### config.mk
export PLATFORM = sky130hd
export DESIGN_NAME = dcmi_tx_arbiter_flat
export DESIGN_NICKNAME = d
export VERILOG_FILES = /design/src/rtl/dcmi_tx_arbiter_pkg.sv /design/src/rtl/dcmi_tx_arbiter_if.sv /design/src/rtl/dcmi_tx_arbiter_rr_pick.sv /design/src/rtl/dcmi_tx_arbiter.sv /design/src/flat_wrapper.sv
export SDC_FILE = /design/constraint.sdc
export NUM_CORES = 1
export LEC_CHECK = 0
export BUFFER_PORTS_ARGS = -buffer_cell sky130_fd_sc_hd__buf_4
export CAP_MARGIN = 20
export CORE_UTILIZATION = 57
export DETAILED_ROUTE_END_ITERATION = 16
export GPL_ROUTABILITY_DRIVEN = 1
export PLACE_DENSITY = 0.86
export SLEW_MARGIN = 20
export SYNTH_ARGS = -nofsm -noshare
export SYNTH_HDL_FRONTEND = slang
export SYNTH_SLANG_ARGS = --single-unit
### constraint.sdc
create_clock -name i_clk -period 4.1 [get_ports i_clk]
set_clock_uncertainty 0.05 [all_clocks]
set_input_delay 0.82 -clock i_clk [delete_from_list [all_inputs] [get_ports i_clk]]
set_output_delay 0.82 -clock i_clk [all_outputs]
set_load 0.03 [all_outputs]
### src/rtl/dcmi_tx_arbiter_pkg.sv
// Shared definitions for the DCMI transmit arbiter.
//   arb_state_e : arbiter FSM state encoding (idle, wait-for-start, frame, inter-frame gap)
//   clog2_min1  : ceil(log2(n)) clamped to at least 1, for counter/index widths
package dcmi_tx_arbiter_pkg;

  typedef enum logic [1:0] {
    StIdle  = 2'd0,
    StWait  = 2'd1,
    StFrame = 2'd2,
    StGap   = 2'd3
  } arb_state_e;

  function automatic int unsigned clog2_min1(input int unsigned n);
    return (n <= 2) ? 1 : $clog2(n);
  endfunction

endpackage

### src/rtl/dcmi_tx_arbiter_if.sv
// Bus bundle between the DCMI sources and the arbiter.
//   req      : per-channel frame request (level)
//   gnt      : one-hot grant, all-zero when idle
//   ch_data  : channel data, channel k at [k*DW +: DW]
//   ch_dsync : per-channel frame-valid
//   data     : muxed registered DCMI data
//   dsync    : muxed registered DCMI frame-valid
//   busy     : arbiter not idle
//   err      : sticky start-timeout flag
//   err_ch   : channel of the last start timeout
// Modports: master = sources side, slave = arbiter side.
interface dcmi_tx_arbiter_if #(
  parameter int unsigned N_CH = 4,
  parameter int unsigned DW   = 8
);
  import dcmi_tx_arbiter_pkg::*;

  localparam int unsigned IW = clog2_min1(N_CH);

  logic [N_CH-1:0]    req;
  logic [N_CH-1:0]    gnt;
  logic [N_CH*DW-1:0] ch_data;
  logic [N_CH-1:0]    ch_dsync;
  logic [DW-1:0]      data;
  logic               dsync;
  logic               busy;
  logic               err;
  logic [IW-1:0]      err_ch;

  modport master (
    output req, ch_data, ch_dsync,
    input  gnt, data, dsync, busy, err, err_ch
  );

  modport slave (
    input  req, ch_data, ch_dsync,
    output gnt, data, dsync, busy, err, err_ch
  );

endinterface

### src/rtl/dcmi_tx_arbiter_rr_pick.sv
// Combinational round-robin first-one finder.
//   i_req    : request vector
//   i_ptr    : search start position (0..N-1)
//   o_onehot : one-hot of the first requester at or after i_ptr, wrapping
//   o_idx    : index of that requester
//   o_valid  : any request present
module dcmi_tx_arbiter_rr_pick
  import dcmi_tx_arbiter_pkg::*;
#(
  parameter int unsigned N = 4,
  localparam int unsigned IW = clog2_min1(N)
) (
  input  logic [N-1:0]  i_req,
  input  logic [IW-1:0] i_ptr,
  output logic [N-1:0]  o_onehot,
  output logic [IW-1:0] o_idx,
  output logic          o_valid
);

  int unsigned w_c;

  always_comb begin
    o_onehot = '0;
    o_idx    = '0;
    o_valid  = 1'b0;
    w_c      = 0;
    for (int unsigned i = 0; i < N; i++) begin
      w_c = 32'(i_ptr) + i;
      if (w_c >= N) w_c = w_c - N;
      if (!o_valid && i_req[w_c[IW-1:0]]) begin
        o_valid               = 1'b1;
        o_idx                 = w_c[IW-1:0];
        o_onehot[w_c[IW-1:0]] = 1'b1;
      end
    end
  end

endmodule

### src/rtl/dcmi_tx_arbiter.sv
// N-channel request/grant arbiter for the shared DCMI master bus.
// Round-robin selection, one source per frame, forced DSYNC-low gap between frames,
// start timeout revokes a grant whose channel never raises DSYNC.
//   i_clk   : system clock
//   i_rst_n : asynchronous active-low reset
//   i_clken : DCMI clock enable; all state advances only when high
//   io_bus  : slave side of dcmi_tx_arbiter_if (req/gnt, channel inputs, muxed outputs,
//             busy, err, err_ch)
module dcmi_tx_arbiter
  import dcmi_tx_arbiter_pkg::*;
#(
  parameter int unsigned N_CH          = 4,
  parameter int unsigned DW            = 8,
  parameter int unsigned GAP_TICKS     = 2,
  parameter int unsigned START_TIMEOUT = 16
) (
  input logic             i_clk,
  input logic             i_rst_n,
  input logic             i_clken,
  dcmi_tx_arbiter_if.slave io_bus
);

  localparam int unsigned IW = clog2_min1(N_CH);
  localparam int unsigned TW = clog2_min1(START_TIMEOUT);
  localparam int unsigned GW = clog2_min1(GAP_TICKS);

  localparam logic [TW-1:0] TmoLast = TW'(START_TIMEOUT - 1);
  localparam logic [GW-1:0] GapLast = GW'(GAP_TICKS - 1);
  localparam logic [IW-1:0] IdxLast = IW'(N_CH - 1);

  arb_state_e    r_state;
  logic [N_CH-1:0] r_gnt;
  logic [IW-1:0] r_idx;
  logic [IW-1:0] r_ptr;
  logic [TW-1:0] r_tmo;
  logic [GW-1:0] r_gap;
  logic [DW-1:0] r_data;
  logic          r_dsync;
  logic          r_err;
  logic [IW-1:0] r_err_ch;

  logic [N_CH-1:0] w_pick_onehot;
  logic [IW-1:0]   w_pick_idx;
  logic            w_pick_valid;
  logic [DW-1:0]   w_ch_data;
  logic            w_ch_dsync;
  logic            w_ch_req;

  dcmi_tx_arbiter_rr_pick #(
    .N (N_CH)
  ) u_rr_pick (
    .i_req    (io_bus.req),
    .i_ptr    (r_ptr),
    .o_onehot (w_pick_onehot),
    .o_idx    (w_pick_idx),
    .o_valid  (w_pick_valid)
  );

  // Only the granted channel's signals are ever selected; others cannot leak out.
  always_comb begin
    w_ch_data  = '0;
    w_ch_dsync = 1'b0;
    w_ch_req   = 1'b0;
    for (int unsigned k = 0; k < N_CH; k++) begin
      if (r_idx == IW'(k)) begin
        w_ch_data  = io_bus.ch_data[k*DW +: DW];
        w_ch_dsync = io_bus.ch_dsync[k];
        w_ch_req   = io_bus.req[k];
      end
    end
  end

  always_ff @(posedge i_clk or negedge i_rst_n) begin
    if (!i_rst_n) begin
      r_state  <= StIdle;
      r_gnt    <= '0;
      r_idx    <= '0;
      r_ptr    <= '0;
      r_tmo    <= '0;
      r_gap    <= '0;
      r_data   <= '0;
      r_dsync  <= 1'b0;
      r_err    <= 1'b0;
      r_err_ch <= '0;
    end else if (i_clken) begin
      // Bus outputs default to zero; WAIT/FRAME override with the granted channel.
      r_data  <= '0;
      r_dsync <= 1'b0;
      unique case (r_state)
        StIdle: begin
          if (w_pick_valid) begin
            r_gnt   <= w_pick_onehot;
            r_idx   <= w_pick_idx;
            r_ptr   <= (w_pick_idx == IdxLast) ? '0 : w_pick_idx + 1'b1;
            r_tmo   <= '0;
            r_state <= StWait;
          end
        end
        StWait: begin
          r_data  <= w_ch_data;
          r_dsync <= w_ch_dsync;
          if (w_ch_dsync) begin
            r_state <= StFrame;
          end else if (!w_ch_req) begin
            r_gnt   <= '0;
            r_gap   <= '0;
            r_state <= StGap;
          end else if (r_tmo == TmoLast) begin
            r_gnt    <= '0;
            r_err    <= 1'b1;
            r_err_ch <= r_idx;
            r_gap    <= '0;
            r_state  <= StGap;
          end else begin
            r_tmo <= r_tmo + 1'b1;
          end
        end
        StFrame: begin
          if (w_ch_dsync) begin
            r_data  <= w_ch_data;
            r_dsync <= 1'b1;
          end else begin
            // Frame end registers DSYNC=0 and DATA=0 via the defaults above.
            r_gnt   <= '0;
            r_gap   <= '0;
            r_state <= StGap;
          end
        end
        StGap: begin
          if (r_gap == GapLast) r_state <= StIdle;
          else                  r_gap   <= r_gap + 1'b1;
        end
        default: r_state <= StIdle;
      endcase
    end
  end

  assign io_bus.gnt    = r_gnt;
  assign io_bus.data   = r_data;
  assign io_bus.dsync  = r_dsync;
  assign io_bus.busy   = (r_state != StIdle);
  assign io_bus.err    = r_err;
  assign io_bus.err_ch = r_err_ch;

endmodule

### src/flat_wrapper.sv
// flat-port wrapper written by rule: the top's interface ports become plain ports
module dcmi_tx_arbiter_flat import dcmi_tx_arbiter_pkg::*;
#(
  parameter int unsigned N_CH          = 4,
  parameter int unsigned DW            = 8,
  parameter int unsigned GAP_TICKS     = 2,
  parameter int unsigned START_TIMEOUT = 16
)
  (i_clk, i_rst_n, i_clken, io_bus_req, io_bus_ch_data, io_bus_ch_dsync, io_bus_gnt, io_bus_data, io_bus_dsync, io_bus_busy, io_bus_err, io_bus_err_ch);
  dcmi_tx_arbiter_if #(.N_CH(N_CH), .DW(DW)) io_bus_i ();
  input logic i_clk;
  input logic i_rst_n;
  input logic i_clken;
  input wire logic [$bits(io_bus_i.req)-1:0] io_bus_req;
  input wire logic [$bits(io_bus_i.ch_data)-1:0] io_bus_ch_data;
  input wire logic [$bits(io_bus_i.ch_dsync)-1:0] io_bus_ch_dsync;
  output wire logic [$bits(io_bus_i.gnt)-1:0] io_bus_gnt;
  output wire logic [$bits(io_bus_i.data)-1:0] io_bus_data;
  output wire logic [$bits(io_bus_i.dsync)-1:0] io_bus_dsync;
  output wire logic [$bits(io_bus_i.busy)-1:0] io_bus_busy;
  output wire logic [$bits(io_bus_i.err)-1:0] io_bus_err;
  output wire logic [$bits(io_bus_i.err_ch)-1:0] io_bus_err_ch;
  assign io_bus_i.req = io_bus_req;
  assign io_bus_i.ch_data = io_bus_ch_data;
  assign io_bus_i.ch_dsync = io_bus_ch_dsync;
  assign io_bus_gnt = io_bus_i.gnt;
  assign io_bus_data = io_bus_i.data;
  assign io_bus_dsync = io_bus_i.dsync;
  assign io_bus_busy = io_bus_i.busy;
  assign io_bus_err = io_bus_i.err;
  assign io_bus_err_ch = io_bus_i.err_ch;
  dcmi_tx_arbiter #(.N_CH(N_CH), .DW(DW), .GAP_TICKS(GAP_TICKS), .START_TIMEOUT(START_TIMEOUT)) u_core (.i_clk(i_clk), .i_rst_n(i_rst_n), .i_clken(i_clken), .io_bus(io_bus_i));
endmodule
==> run_results.csv <==
group,metric,value,unit
power,p_sw_frac,0.461,
power,p_int,0.943,mW
finish,layout_commonest_cell,"buf_4",
clock_tree,postCtsSetupBuffers,0,
placed_design,post-dp-hpwl,3770,µm
clock_tree,numCtsBuffers,3,
setup_path,worstPathMaxFanout,22,
finish,drive_gt1_frac,0.338,
clock_tree,cts_max_level,1,
setup_path,worst_r2r_path_depth,8,
sta,fin_tns_setup,0,ns
sta,finalSetupViolCount,0,
power,p_leak,1.23,nW
route,vias,1914,
sta,fin_crit_sh,0.672,
route,ant_nets,0,
sta,rsz0062_at_grt,"false",
finish,diodes,0,
finish,synthToLayoutAreaGrowth,20.4,%
run_status,status,"complete, no violations",
setup_path,crit_required,4.25,ns
run,maxCapViolCount,0,
grt,grt_remaining_overflow,0,
power,power.net_switching,0.807,mW
power,powerDensity,658,mW/mm²
grt,grt_usage,0.248,
synth,synth.distinct_cells,53,
grt,grt_pass1_vias,1813,
clock_tree,hold_buffers,0,
synth,synth_area,0.00221,mm²
placed_design,gp_congestion,0.912,
setup_path,cp-end-kind,"flip-flop",
clock_tree,cts_buffer_depth,2,
clock_tree,tritoncts,"yes",
floorplanning,die_area,0.00413,mm²
grt,grt.met1_usage,0.316,
sta,min_period,2.76,ns
placed_design,dp_slack,1.37,ns
grt,antenna_found_initial,0,
setup_path,startpoint_type,"flip-flop",
route,drc,0,
synth,synthFlopType,"dfrtp_1",
finish,fin_cells,317,
floorplanning,chipWidth,64.2,µm
sta,fin_ws,1.34,ns
route,wl_per_cell,15.5,µm
floorplanning,num_io_pins,60,
synth,netlist_instances,216,
floorplanning,start_util,0.599,
sta,timing.slew.headroom,0.593,
grt,grt_max_degree,28,
floorplanning,row_count,22,
placed_design,io_buffers,59,
power,finalPower,1.75,mW
route,drt_iter0_drc,158,
synth,seq_area_frac_synth,0.306,
placed_design,dp_cells,313,
synth,synth_edf_count,0,
sta,worst_pin_slew,0.610,ns
sta,hold_viol,0,
setup_path,crit_type,"flip-flop to flip-flop",
sta,max_freq,363,MHz
synth,syn-num-nets,274,
synth,avgSynthCellArea,10.2,µm²
power,ir_drop,0.439,mV
grt,grt_use_met3,0.0393,
power,seq_power_share,0.265,
setup_path,critical_path.max_stage_delay,0.63,ns
finish,final_cell_mix,"buf_4 (61), dfrtp_1 (27), inv_1 (20)",
power,p_comb_frac,0.646,
route,firstDrtPassIters,4,
sta,hold_ws,0.387,ns
synth,ys_ff_latch,27,
clock_tree,cts_resized,0,
synth,async_flop_share,1.00,
clock_tree,clock_latency,0.28,ns
clock_tree,cts-root-buf,"clkbuf_8",
placed_design,dpl_cell_area,0.00261,mm²
grt,gr-usage-met2,0.441,
finish,stdcell_area,0.00266,mm²
route,wl,4920,µm
setup_path,crit_buf_inv,2,
floorplanning,dieHeight,64.2,µm
min_path,hp-class,"primary input to asynchronous set/reset pin",
grt,grt_busiest_layer,"met2",
setup_path,crit_family,"multiplexers",
setup_path,worst-path-stages,8,
clock_tree,cts_sinks,27,
sta,drv_slew,0,
finish,nNetsFinal,328,
grt,grt_first_pass_wirelength,8110,µm
power,pwr-share-clk,0.089,
setup_path,arrival,2.90,ns
clock_tree,clk_pin_slew,0.10,ns
setup_path,cp_slowest_cell,"mux4_2",
synth,ys_warn_count,0,
setup_path,crit_path_cell_trace,"buf_4 -> inv_1 -> ha_1 -> mux4_2 -> a21oi_1 -> o21ai_1 -> or4_1 -> o21ai_0",
route,routed_via_density,6.04,
finish,post-route-util,0.721,
floorplanning,core_area,0.00369,mm²
-- registers in the layout (all words and copies together), names as in the netlist --
name	cells
u_core.r_gap	1
u_core.r_ptr	2
u_core.io_bus.err_ch	2
u_core.r_idx	2
u_core.io_bus.err	1
u_core.io_bus.gnt	4
u_core.io_bus.data	8
u_core.r_tmo	4
u_core.r_state	2
u_core.io_bus.dsync	1
-- area by class of cell --
| type | instances | area (µm²) |
|---|---|---|
| Multi-Input combinational cell | 156 | 1340 |
| Fill cell | 284 | 1030 |
| Sequential cell | 27 | 676 |
| Timing Repair Buffer | 61 | 458 |
| Inverter | 21 | 78.8 |
| Tap cell | 48 | 60.1 |
| Clock buffer | 3 | 41.3 |
| Clock inverter | 1 | 7.51 |
-- worst reg2reg max path, stage by stage, from the launching register on --
cell and delay (ns):
dfrtp_1 0.34, buf_4 0.27, inv_1 0.17, ha_1 0.45
mux4_2 0.63, a21oi_1 0.18, o21ai_1 0.11, or4_1 0.41
o21ai_0 0.08
-- path summary, 6_finish.rpt --
kind,start,to,slack (ns)
min reg2reg,u_core.r_gap,u_core.r_gap,0.44
max in group asynchronous,i_rst_n,u_core.io_bus.data[4],3.34
min,i_rst_n,u_core.r_tmo[3],0.39
max reg2reg,u_core.r_ptr[0],u_core.r_ptr[0],1.34
max,u_core.r_ptr[0],u_core.r_ptr[0],1.34
min in group i_clk,u_core.r_gap,u_core.r_gap,0.44
-- cell usage after synthesis (3+ instances only) --
cell type,number,share of area
mux2i_1,5,0.023
o21ai_1,5,0.011
dfrtp_1,27,0.31
clkbuf_8,5,0.031
a211oi_1,6,0.020
nand2_1,18,0.031
nor2_1,5,0.0085
nand3_1,10,0.023
nand2b_1,3,0.0085
ha_1,15,0.085
o21ai_0,9,0.020
a21oi_1,10,0.023
mux2_2,6,0.031
nor4_1,3,0.0085
mux4_2,12,0.12
o31ai_1,5,0.017
o2bb2ai_1,8,0.032
inv_1,20,0.034
-- cell families (layout without fill, tap and decap cells) --
logic type	count (synthesis)	in the layout	share of synthesized area
muxes	25	25	0.188
and+or+nand+nor	57	57	0.147
adders and majority gates	15	15	0.0850
buffers and inverters	33	86	0.0884
xor gates and xnor gates	1	1	0.00397
AOI/OAI and AO/OA	58	58	0.182
DFF	27	27	0.306
-- power by group through the flow --
| stage | Sequential (mW) | Clock, mW | Combinational (mW) |
|---|---|---|---|
| 3_5_place_dp | 0.469 | 0 | 1.13 |
| 5_1_grt | 0.479 | 0.168 | 1.24 |
| 6_report | 0.463 | 0.156 | 1.13 |
| 2_1_floorplan | 0.516 | 0 | 0.840 |
| 4_1_cts | 0.464 | 0.158 | 1.13 |
| 3_3_place_gp | 0.467 | 0 | 1.10 |
-- metal layers --
metal  vias up  part of all wire
li1        917                 -
met1       937              0.42
met2        56              0.54
met3         4             0.038
met4         0            0.0085
met5         -                 0
No activity file was read; power rests on OpenSTA's default activity.
